**config.mk**
```make
export PLATFORM = sky130hd
export DESIGN_NAME = sha256_msg_schedule
export DESIGN_NICKNAME = d
export VERILOG_FILES = /design/src/rtl/sha256_msg_schedule.sv
export SDC_FILE = /design/constraint.sdc
export NUM_CORES = 2
export LEC_CHECK = 0
export CORE_ASPECT_RATIO = 0.9
export CORE_MARGIN = 3
export CORE_UTILIZATION = 41
export CTS_BUF_LIST = sky130_fd_sc_hd__clkbuf_4 sky130_fd_sc_hd__clkbuf_8
export CTS_CLUSTER_SIZE = 16
export DETAILED_ROUTE_END_ITERATION = 10
export GPL_TIMING_DRIVEN = 1
export HOLD_SLACK_MARGIN = 0.08
export SLEW_MARGIN = 20
export SYNTH_ARGS = -nofsm -noshare
export SYNTH_HDL_FRONTEND = slang
export SYNTH_SLANG_ARGS = --single-unit
```
**constraint.sdc**
```tcl
create_clock -name clk -period 26.2 [get_ports clk]
set_clock_uncertainty 0.2 [all_clocks]
set_input_delay 5.24 -clock clk [delete_from_list [all_inputs] [get_ports clk]]
set_output_delay 5.24 -clock clk [all_outputs]
set_load 0.05 [all_outputs]
```
**src/rtl/sha256_msg_schedule.sv**
```systemverilog
// SHA-256 message-schedule expander: loads a 16-word block, then streams W[0..63]
// while a 16-word sliding window computes each next word with the small-sigma functions.

module sha256_sigma0 (
    input  logic [31:0] x,
    output logic [31:0] y
);
    assign y = {x[6:0], x[31:7]} ^ {x[17:0], x[31:18]} ^ (x >> 3);
endmodule

module sha256_sigma1 (
    input  logic [31:0] x,
    output logic [31:0] y
);
    assign y = {x[16:0], x[31:17]} ^ {x[18:0], x[31:19]} ^ (x >> 10);
endmodule

module sha256_msg_schedule (
    input  logic        clk,
    input  logic        rst,
    input  logic        in_valid,
    output logic        in_ready,
    input  logic [31:0] in_data,
    output logic        w_valid,
    input  logic        w_ready,
    output logic [31:0] w_data,
    output logic [5:0]  w_index,
    output logic        w_last,
    output logic        busy
);
    typedef enum logic {
        LOAD = 1'b0,
        EMIT = 1'b1
    } state_t;

    state_t      state_q;
    state_t      state_d;
    logic [31:0] win [16];
    logic [3:0]  lcnt;
    logic [5:0]  t;
    logic        last_q;
    logic        in_fire;
    logic        w_fire;
    logic [31:0] s0;
    logic [31:0] s1;
    logic [31:0] w_next;

    assign in_fire = in_valid & in_ready;
    assign w_fire  = w_valid & w_ready;

    sha256_sigma0 u_sigma0 (
        .x (win[1]),
        .y (s0)
    );

    sha256_sigma1 u_sigma1 (
        .x (win[14]),
        .y (s1)
    );

    // Next window tail: W[t+16] from W[t+14], W[t+9], W[t+1], W[t]; carries drop off at 32 bits.
    always_comb begin
        w_next = s1 + win[9] + s0 + win[0];
    end

    // NOTE: sequential state uses non-blocking assignments so every register samples pre-edge values.
    always_ff @(posedge clk or posedge rst) begin
        if (rst) begin
            state_q <= LOAD;
        end else begin
            state_q <= state_d;
        end
    end

    // NOTE: every combinational output gets a default first so no path can infer a latch.
    always_comb begin
        state_d = state_q;
        case (state_q)
            LOAD:    if (in_fire && lcnt == 4'd15) state_d = EMIT;
            EMIT:    if (w_fire && t == 6'd63)     state_d = LOAD;
            default: state_d = LOAD;
        endcase
    end

    always_comb begin
        in_ready = (state_q == LOAD);
        w_valid  = (state_q == EMIT);
        busy     = (state_q == EMIT);
        w_data   = win[0];
        w_index  = t;
        w_last   = last_q;
    end

    // NOTE: the window is reset because win[0] is visible on w_data and must read zero after reset.
    always_ff @(posedge clk or posedge rst) begin
        if (rst) begin
            for (int i = 0; i < 16; i++) win[i] <= '0;
            lcnt   <= '0;
            t      <= '0;
            last_q <= 1'b0;
        end else if (in_fire) begin
            win[lcnt] <= in_data;
            lcnt      <= lcnt + 4'd1;
            t         <= '0;
            last_q    <= 1'b0;
        end else if (w_fire) begin
            for (int i = 0; i < 15; i++) win[i] <= win[i+1];
            win[15] <= w_next;
            t       <= t + 6'd1;
            // w_last is registered one step ahead so the output needs no compare logic.
            last_q  <= (t == 6'd62);
        end
    end

endmodule
```
==> flow_summary.toml <==
[synth]
ys_top_cells_by_count = "534 x nand2_1, 524 x dfrtp_1, 523 x o21ai_0"
yosys-top-cells-area = "dfrtp_1 47%, o21ai_0 9.3%, a21oi_1 9.0%, nand2_1 7.1%, nor2_1 6.7%"
synth.mux.area_fraction_pct = 0.0357
synth.distinct_cells = 53
synth_top_area_share_pct = 46.7
synth_fp_nets = 3582
yosysWarningCount = 0
synth_edf_count = 0
seq_area_frac_synth_pct = 46.7
synthFlopType = "dfrtp_1"
synth.most_common_cell = "nand2_1"
synthAdderAreaFrac_pct = 6.07
ys_async_sr_fraction_pct = 100
synth_area_um2 = 28100
synth_top_family_by_area = "compound AO/OA/AOI/OAI gates"
synth_largest_area_cell = "dfrtp_1"
synthXorXnorAreaFrac_pct = 4.65
synthSimpleGateAreaFrac_pct = 15.3
syn_inst = 3447
synth_compound_area_share_pct = 20.6
ys_ff_latch = 524
avgSynthCellArea_um2 = 8.14

[routing]
drt-pass1-iter-count = 5
drtAntennaViolNets = 0
route.detailed.drc = 0
via_per_inst = 5.72
vias = 24300
wl_per_cell_um = 22.1
drtIter0Drc = 2724
drt-total-wl_um = 94100

[critical_path]
worstSetupPathType = "in -> reg"
crit_arrival_ps = 8890
worstSetupEndpointType = "flop"
start_kind = "input pin"
cp.required_ps = 26570
critPathMaxFanout = 82

[sta]
rsz0062_at_grt = "false"
fin_crit_sh_pct = 32.5
setup_violations = 0
min_period_ps = 8520
fin_ws_ps = 17680
report.final.hold_viol_count = 0
slew-limit-headroom_pct = 18.9
clock.fmax_ghz = 0.117
finalSetupTns_ps = 0
final_max_slew_viol_count = 0
worstMarginPinSlew_ps = 1210

[placement]
gp_congestion = 0.939
hpwl_um = 59700
post-place-ws_ps = 16730
placed_cell_area_um2 = 28900
io_buffers = 77

[grt]
grt_pass1_vias = 23400
use_met2_pct = 38.7
overflow = 0
use_met3_pct = 4.81
grt_busiest_layer = "met1"
antenna_found_initial = 2
gr-usage-all-layers_pct = 26.2
grt.met1_usage_pct = 39.3
grt_pass1_wl_um = 145000
grt_max_degree = 223

[cts]
clock_sinks = 524
clock_latency_ps = 700
cts.repair.resized = 0
cts_max_path_buffers = 3
htree_levels = 3
cts_tree = "yes"
clkSlewWorstSetupHoldPaths_ps = 80
cts-root-buf = "clkbuf_8"
cts_made_buffers = 87
cts-hold-fix-buffers = 0
cts_setup_buffers = 0

[job]
maxCapViolCount = 0

[cells_and_area]
syn_to_final_growth_pct = 9.87
fillers = 6611
layout.nets = 3456
layout-drive-gt1-share_pct = 6.38
finalInstanceArea_um2 = 30800

[floorplanning]
coreArea_um2 = 67500
die_area_um2 = 71600
std_cell_rows = 90
initial_core_util_pct = 41.6
die_y_um = 254
fp.dieW_um = 282
ios = 78

[worst_hold_path]
min_path_type = "reg -> reg"

[run_status]
outcome = "complete, no violations"
[layout make-up]
class / instances / area (um^2) / share of cell area [%]
Sequential cell: 524 / 13100 / 42.5
Inverter: 127 / 484 / 1.57
Antenna cell: 1 / 2.50 / 0.00812
Clock inverter: 9 / 75.1 / 0.243
Clock buffer: 143 / 1820 / 5.90
Tap cell: 874 / 1090 / 3.55
Timing Repair Buffer: 121 / 1130 / 3.65
Multi-Input combinational cell: 2460 / 13100 / 42.6
[final timing paths]
kind	depth (start not counted)	slack, ps	startpoint	end
worst max-delay path	8	17680	w_ready	win[464]
worst min-delay path	2	300	win[1]	win[1]
worst max register to register	15	21560	win[452]	win[23]
worst min register to register	2	300	win[1]	win[1]
max in group asynchronous	5	17760	rst	win[310]
min in group asynchronous	2	4890	rst	win[138]
[metrics by stage]
stage	instances	utilization, %	hold slack, ps
finish	4259	45.7	298
floorplan	3447	-	246
global placement	4106	42.9	268
global route	4258	45.7	315
CTS	4258	45.7	294
detailed placement	4106	42.9	275
[metal layers]
metal  wire length [um]  vias to the layer above
met2              41000                      995
met5                 13                        -
li1                   -                    11100
met3               7640                      165
met4               2550                        2
met1              42900                    12100
[logic make-up (layout without fill, tap and decap cells)]
logic type	count (synthesis)	after routing
compound gates	1108	1108
xor+xnor	149	149
fa+ha+maj	99	99
buf+inv	463	400
flops	524	524
mux	1	1
other cells	0	1
simple gates	1103	1103
[flip-flops by register name, summed over array words and instances (netlist names)]
signal / count
w_index: 6
w_data: 32
lcnt: 4
win: 480
w_last: 1
busy: 1
[cell usage in the layout, fill, tap and decap left out, types with 5 or more instances in the layout]
| master | Yosys | routed |
|---|---|---|
| nor3_1 | 7 | 7 |
| inv_1 | 127 | 126 |
| ha_1 | 37 | 37 |
| fa_1 | 62 | 62 |
| a211oi_1 | 5 | 5 |
| nand2_1 | 534 | 527 |
| a22oi_1 | 25 | 25 |
| a21oi_1 | 507 | 507 |
| nor2_1 | 501 | 499 |
| nor2b_1 | 6 | 5 |
| nand2_2 | 0 | 5 |
| o21ai_0 | 523 | 523 |
| xor2_1 | 62 | 62 |
| nand3_1 | 21 | 21 |
| clkbuf_8 | 0 | 119 |
| nand4_1 | 17 | 17 |
| clkbuf_4 | 0 | 24 |
| xnor2_1 | 87 | 87 |
| buf_4 | 33 | 42 |
| dfrtp_1 | 524 | 524 |
| a21o_1 | 13 | 13 |
| clkdlybuf4s50_1 | 0 | 77 |
[critical path, stage by stage]
cell	delay (ps)
clkdlybuf4s50_1	480
nand2_4	390
buf_4	710
buf_4	630
buf_4	550
nand2_2	530
nor2_1	220
a21oi_1	60
Power is not shown: default switching activity piles up to over one toggle a cycle in this logic, so the estimate is an artifact.
